File: config.mk
export PLATFORM = sky130hd
export DESIGN_NAME = led_blink_driver
export DESIGN_NICKNAME = d
export VERILOG_FILES = /design/src/rtl/led_blink_driver.sv
export SDC_FILE = /design/constraint.sdc
export NUM_CORES = 1
export LEC_CHECK = 0
export BUFFER_PORTS_ARGS = -buffer_cell sky130_fd_sc_hd__buf_4
export CAP_MARGIN = 20
export CORE_AREA = 2 2 70 72
export CTS_CLUSTER_DIAMETER = 200
export DETAILED_ROUTE_END_ITERATION = 10
export DIE_AREA = 0 0 72 74
export PLACE_DENSITY = 0.71
export REMOVE_ABC_BUFFERS = 1
export SLEW_MARGIN = 5
export SYNTH_ARGS = -nofsm -noshare
export SYNTH_HDL_FRONTEND = slang
export SYNTH_SLANG_ARGS = --single-unit
File: constraint.sdc
create_clock -name clk -period 2.45 [get_ports clk]
set_input_delay 0.245 -clock clk [delete_from_list [all_inputs] [get_ports clk]]
set_output_delay 0.245 -clock clk [all_outputs]
set_load 0.02 [all_outputs]
File: src/rtl/led_blink_driver.sv
// led_blink_driver: drives one LED through N on/off blinks on request,
// timed by an internal tick prescaler; mirrors a static level while idle.
module led_blink_driver #(
  parameter int unsigned TICK_PERIOD = 4_000_000,
  parameter int unsigned ON_TICKS    = 5,
  parameter int unsigned OFF_TICKS   = 5,
  parameter int unsigned CNT_W       = 4
) (
  input  logic             clk,
  input  logic             rst,
  input  logic             req,
  input  logic [CNT_W-1:0] count,
  input  logic             level,
  output logic             ready,
  output logic             done,
  output logic             led
);

  localparam int unsigned PH_MAX = (ON_TICKS > OFF_TICKS) ? ON_TICKS : OFF_TICKS;
  localparam int unsigned PH_W   = $clog2(PH_MAX + 1);

  localparam logic [31:0]      TICK_LAST = 32'(TICK_PERIOD - 1);
  localparam logic [PH_W-1:0]  ON_LD     = PH_W'(ON_TICKS);
  localparam logic [PH_W-1:0]  OFF_LD    = PH_W'(OFF_TICKS);
  localparam logic [PH_W-1:0]  PH_ONE    = PH_W'(1);
  localparam logic [CNT_W-1:0] CNT_ONE   = CNT_W'(1);

  typedef enum logic [1:0] {
    S_IDLE = 2'd0,
    S_ON   = 2'd1,
    S_OFF  = 2'd2,
    S_ZERO = 2'd3
  } state_t;

  state_t           state_q, state_d;
  logic [31:0]      presc_q, presc_d;
  logic [PH_W-1:0]  phase_q, phase_d;
  logic [CNT_W-1:0] remain_q, remain_d;
  logic             led_q, led_d;
  logic             ready_q, ready_d;
  logic             done_q, done_d;
  logic             tick_s;

  // A tick is the last clock of each prescaler period.
  assign tick_s = (presc_q == TICK_LAST);

  assign ready = ready_q;
  assign done  = done_q;
  assign led   = led_q;

  // Next-state, counter and output decode for the blink sequencer.
  always_comb begin
    state_d  = state_q;
    presc_d  = presc_q;
    phase_d  = phase_q;
    remain_d = remain_q;
    led_d    = led_q;
    done_d   = 1'b0;

    case (state_q)
      S_IDLE: begin
        if (req) begin
          if (count != '0) begin
            remain_d = count;
            presc_d  = 32'd0;
            phase_d  = ON_LD;
            led_d    = 1'b1;
            state_d  = S_ON;
          end else begin
            // Zero-length request: acknowledge only, LED untouched.
            state_d = S_ZERO;
          end
        end else begin
          led_d = level;
        end
      end

      S_ON: begin
        presc_d = tick_s ? 32'd0 : presc_q + 32'd1;
        if (tick_s) begin
          if (phase_q == PH_ONE) begin
            phase_d = OFF_LD;
            led_d   = 1'b0;
            state_d = S_OFF;
          end else begin
            phase_d = phase_q - PH_ONE;
          end
        end else begin
          led_d = 1'b1;
        end
      end

      S_OFF: begin
        presc_d = tick_s ? 32'd0 : presc_q + 32'd1;
        if (tick_s) begin
          if (phase_q == PH_ONE) begin
            remain_d = remain_q - CNT_ONE;
            if (remain_q == CNT_ONE) begin
              // Last blink finished; LED stays low this cycle, level next.
              phase_d = '0;
              done_d  = 1'b1;
              state_d = S_IDLE;
            end else begin
              phase_d = ON_LD;
              led_d   = 1'b1;
              state_d = S_ON;
            end
          end else begin
            phase_d = phase_q - PH_ONE;
          end
        end else begin
          led_d = 1'b0;
        end
      end

      S_ZERO: begin
        done_d  = 1'b1;
        state_d = S_IDLE;
      end

      default: begin
        state_d = S_IDLE;
      end
    endcase

    ready_d = (state_d == S_IDLE);
  end

  // State, counters and registered outputs; rst wins over any accept.
  always_ff @(posedge clk) begin
    if (rst) begin
      state_q  <= S_IDLE;
      presc_q  <= 32'd0;
      phase_q  <= '0;
      remain_q <= '0;
      led_q    <= 1'b0;
      ready_q  <= 1'b1;
      done_q   <= 1'b0;
    end else begin
      state_q  <= state_d;
      presc_q  <= presc_d;
      phase_q  <= phase_d;
      remain_q <= remain_d;
      led_q    <= led_d;
      ready_q  <= ready_d;
      done_q   <= done_d;
    end
  end

endmodule

==> results of run 1 <==
metal layers:
metal,global-route usage,vias up
li1,-,1061
met1,0.249,987
met2,0.384,27
met3,0.0393,7
met4,0.0755,0
met5,0,-
worst register-to-register path: cells and delay by family (launching register included):
kind	cells	cell delay, ns
AND/OR/NAND/NOR	3	0.76
AO/OA/AOI/OAI	2	0.62
flip-flops	1	0.37
adder cells (fa/ha/maj)	1	0.29
final timing paths:
| kind | slack [ns] | to | cells past startpoint | from |
|---|---|---|---|---|
| max | 0.34 | presc_q[31] | 6 | state_q[0] |
| min | 0.22 | done | 2 | rst |
| max reg2reg | 0.34 | presc_q[31] | 6 | state_q[0] |
| min reg2reg | 0.49 | led | 2 | led |
flip-flops by register name, summed over array words and instances (netlist names):
signal,flops
done,1
led,1
phase_q,3
presc_q,32
ready,1
remain_q,4
state_q,2
cells by family (layout without fill, tap and decap cells):
group,count (synthesis),in the layout,share of synthesized area
fa+ha+maj,10,10,0.0513
compound gates,50,50,0.162
simple gates,130,130,0.281
flops,44,44,0.361
xor+xnor,30,30,0.108
buf+inv,23,38,0.0374
area by class of cell:
cell class | count | area share
clock inverters | 2 | 0.0142
flip-flops and latches | 44 | 0.322
clock buffers | 6 | 0.0302
inverters | 12 | 0.0165
well taps | 54 | 0.0247
repair buffers | 18 | 0.0540
multi-input cells | 220 | 0.539
cell usage in the layout (no fill, tap or decap), drive strengths merged, types with 3 or more instances in the layout:
cell | netlist | final
dfxtp | 44 | 44
o21ai | 6 | 6
a21oi | 12 | 12
xnor2 | 4 | 4
o32ai | 3 | 3
nor2 | 37 | 37
nand4 | 15 | 15
o22a | 4 | 4
nor3 | 6 | 6
and2 | 8 | 8
xor2 | 26 | 26
nand3 | 14 | 14
clkbuf | 6 | 6
buf | 5 | 18
and4 | 6 | 6
ha | 10 | 10
inv | 11 | 11
and3 | 8 | 8
nor4 | 7 | 7
nand2 | 18 | 18
a211oi | 3 | 3
a21o | 3 | 3
power groups by stage:
stage	registers, mW	clock network [mW]	logic (mW)
floorplan	0.894	0	0.698
global placement	0.893	0	1.00
detailed placement	0.894	0	1.00
CTS	0.878	0.606	1.01
global route	0.889	0.625	1.13
finish	0.879	0.596	1.01
==> flow_metrics.tcl, run 1 <==
set metrics [dict create \
    status "finished, final reports clean" \
    die_x_um 72 \
    rsz0062_at_grt "no" \
    routed.top_layer "met4" \
    synth.distinct_cells 52 \
    drtIter0Drc 121 \
    cts_tree "yes" \
    cp-end-kind "flop" \
    avgSynthCellArea_um2 8.50 \
    p_leak_nw 1.00 \
    hold_buffers 0 \
    grt_start_max_net_pins 33 \
    cp.required_ns 2.68 \
    path_cells "ha_1 > nand4b_1 > a2111oi_4 > nand2_2 > or3_1 > a21oi_1" \
    synth.most_common_cell "dfxtp_1" \
    finalCritPeriodShare 0.860 \
    synth_top_area_cell "dfxtp_1" \
    placed_area_um2 2620 \
    pwr-share-clk 0.239 \
    rows 25 \
    antenna_found_initial 0 \
    drtPass1Iterations 4 \
    yosysWarnings 0 \
    ir_drop_v 0.000398 \
    clk_pin_slew_worst_paths_ns 0.09 \
    synth-edff-count 0 \
    slew_viol_final 0 \
    max_freq_ghz 0.475 \
    critPathLaunchType "flop" \
    clock_latency_ns 0.30 \
    cp_slowest_stage_delay_ns 0.47 \
    power.switching_mw 0.943 \
    ant_nets 0 \
    ys_ff_latch 44 \
    area_delta_synth_final_pct 12.2 \
    yosysSeqAreaShare 0.361 \
    gp_congestion 0.842 \
    wl_met2_um 2660 \
    grt_pass1_vias 1981 \
    layout.area.seq_um2 881 \
    hold_viol 0 \
    hp-class "primary input to flop" \
    avgRoutedWirePerCell_um 14.9 \
    min_period_ns 2.11 \
    vias 2082 \
    netlist.area_leader.share 0.361 \
    viasPerCell 5.85 \
    ctsRootBufferMaster "clkbuf_8" \
    powerDensity_nw_per_um2 909 \
    cts_buffers 5 \
    power_frac_comb 0.407 \
    crit_fanout 6 \
    crit_family "simple AND/OR/NAND/NOR gates" \
    dieArea_um2 5330 \
    multi_input_area_um2 1470 \
    fin_ws_ns 0.344 \
    grt_overflow_total 0 \
    setup_viol 0 \
    p_total_mw 2.49 \
    tns_ns 0 \
    dp_hpwl_um 3870 \
    pwr-share-seq 0.353 \
    internal-power_mw 1.54 \
    track_usage 0.211 \
    synthTopCellsByArea "dfxtp_1, xor2_1, nor2_1" \
    finish.utilization 0.595 \
    coreArea_um2 4600 \
    io_pins 11 \
    initial_core_util 0.531 \
    crit_arrival_ns 2.34 \
    numClockSinks 44 \
    fin_hold_ws_ns 0.216 \
    synth_ff_type "dfxtp_1" \
    die_y_um 74 \
    final_nets 319 \
    remaining_drc_errors 0 \
    wirelength_um 5300 \
    skew_ns 0.00916 \
    drv_cap 0 \
    drt-met1-wl_um 2410 \
    crit_slowest_cell "a2111oi_4" \
    async_reset_ff_frac 0 \
    clockBufferDepth 2 \
    netlist_top_cells_count "dfxtp_1, nor2_1, xor2_1" \
    dp_worst_setup_slack_ns 0.359 \
    cts_resized 0 \
    route.met3.wl_um 156 \
    grt_pass1_wl_um 8890 \
    tightestPinTransition_ns 0.550 \
    dp_cells 348 \
    syn_inst 287 \
    slew_headroom 0.631 \
    switching_share 0.379 \
    path_class "flop to flop" \
    fin_cells 356 \
    drive_gt1_frac 0.119 \
    fill_cells 436 \
    syn_area_um2 2440 \
    cts_setup_buffers 0 \
    diodes 0 \
    io_buffers 10 \
    post-route-cell-area_um2 2740 \
    path_buf_inv 0 \
    htreeDepth 2 \
]
(Power assumes the default switching activity.)
==> run 2, diff against run 1 <==
==> constraint.sdc (replaced) <==
create_clock -name clk -period 2.45 [get_ports clk]
set_input_delay 0 -clock clk [delete_from_list [all_inputs] [get_ports clk]]
set_output_delay 0 -clock clk [all_outputs]
set_load 0.02 [all_outputs]
==> flow_metrics.tcl, run 2 (synthesis results as in run 1) <==
set metrics [dict create \
    rr_startpoint "presc_q[24]" \
    numClockSinks 44 \
    placed_area_um2 2610 \
    crit_fanout 8 \
    min-delay-start "count[2]" \
    hold_end "remain_q[2]" \
    drv_cap 0 \
    hp-class "primary input to flop" \
    setup_viol 0 \
    top_regs "presc_q x32, remain_q x4, phase_q x3" \
    wl_met2_um 2400 \
    largest_register_ff_count 32 \
    grt_start_max_net_pins 33 \
    dp_hpwl_um 3730 \
    fin_cells 356 \
    ant_nets 0 \
    top_register "presc_q" \
    area_delta_synth_final_pct 12.5 \
    mostFrequentLayoutCell "dfxtp_1" \
    slew_headroom 0.506 \
    dp_cells 347 \
    drt-met1-wl_um 2550 \
    crit_arrival_ns 2.36 \
    status "finished, final reports clean" \
    ir_drop_v 0.000461 \
    avgRoutedWirePerCell_um 14.8 \
    path_class "flop to flop" \
    min_period_ns 2.16 \
    coreArea_um2 4600 \
    diodes 0 \
    track_usage 0.215 \
    wirelength_um 5280 \
    pwr-share-seq 0.351 \
    grt_pass1_vias 1971 \
    power.switching_mw 0.941 \
    rsz0062_at_grt "no" \
    drive_gt1_frac 0.116 \
    io_buffers 10 \
    dieArea_um2 5330 \
    post-route-cell-area_um2 2740 \
    io_pins 11 \
    holdPathStages 3 \
    ctsRootBufferMaster "clkbuf_8" \
    cts_setup_buffers 0 \
    clock_latency_ns 0.29 \
    rows 25 \
    remaining_drc_errors 0 \
    antenna_found_initial 0 \
    cts_resized 0 \
    cp-end-kind "flop" \
    gp_congestion 0.938 \
    die_x_um 72 \
    critPathLaunchType "flop" \
    route.met3.wl_um 289 \
    vias 2136 \
    hold_buffers 1 \
    switching_share 0.376 \
    initial_core_util 0.531 \
    final_nets 319 \
    internal-power_mw 1.56 \
    tightestPinTransition_ns 0.733 \
    htreeDepth 2 \
    die_y_um 74 \
    viasPerCell 6.00 \
    max_freq_ghz 0.463 \
    finish.utilization 0.597 \
    grt_pass1_wl_um 9030 \
    grt_overflow_total 0 \
    cp.required_ns 2.65 \
    slew_viol_final 0 \
    r2r_end "remain_q[2]" \
    power_frac_comb 0.404 \
    clockBufferDepth 2 \
    powerDensity_nw_per_um2 912 \
    layout_common_cells "dfxtp_1, nor2_1, xor2_1, nand2_1, buf_4" \
    skew_ns 0.00762 \
    reg2reg_slack_ns 0.29 \
    p_leak_nw 1.01 \
    rr_worst_depth 5 \
    clk_pin_slew_worst_paths_ns 0.09 \
    pwr-share-clk 0.245 \
    drtIter0Drc 137 \
    hold_viol 0 \
    drtPass1Iterations 4 \
    finalCritPeriodShare 0.882 \
    cts_buffers 5 \
    cts_tree "yes" \
    fin_hold_ws_ns 0.0920 \
    routed.top_layer "met4" \
]
## run 2: worst max-delay path by stage
stage,start,to,slack [ns],cells past startpoint
finish,presc_q[24],remain_q[2],0.29,5
global route,presc_q[24],remain_q[2],0.0004,5
CTS,presc_q[24],remain_q[2],0.28,5
detailed placement,presc_q[24],remain_q[1],0.31,5
global placement,presc_q[24],remain_q[1],0.35,5
floorplan,state_q[0],presc_q[30],-0.56,6
## run 2: critical path, cell delays in order (launching register included)
cell and delay, ns:
dfxtp_1 0.36, nor4_1 0.36, nand4_1 0.36, nor4_2 0.52, nor2_1 0.16, o32ai_1 0.30
## run 2: routing by layer
metal,global-route usage,vias to the layer above
met2,0.346,64
met5,0,-
met3,0.0447,4
met4,0.0713,0
li1,-,1071
met1,0.291,997
## run 2: layout make-up
type | instances | area [µm²]
clock buffer | 7 | 96.3
clock inverter | 1 | 30.0
fill | 434 | 1850
inverter | 12 | 45.0
multi-input combinational | 220 | 1470
sequential | 44 | 881
tap | 54 | 67.6
timing repair buffer | 18 | 150
## run 2: metrics by stage
stage / setup TNS [ns] / setup slack, ns / power, mW
3_3_place_gp: 0 / 0.346 / 1.89
3_5_place_dp: 0 / 0.312 / 1.89
6_report: 0 / 0.290 / 2.50
2_1_floorplan: -5.58 / -0.555 / 1.59
4_1_cts: 0 / 0.278 / 2.50
5_1_grt: 0 / 0.000374 / 2.66
## run 2: power by group through the flow
stage                     logic, mW  clock network [mW]  registers [mW]
after global routing           1.11               0.653           0.893
after CTS                      1.00               0.619           0.878
after detailed placement      0.994                   0           0.892
after floorplan               0.698                   0           0.894
after global placement        0.997                   0           0.890
final                          1.01               0.613           0.878
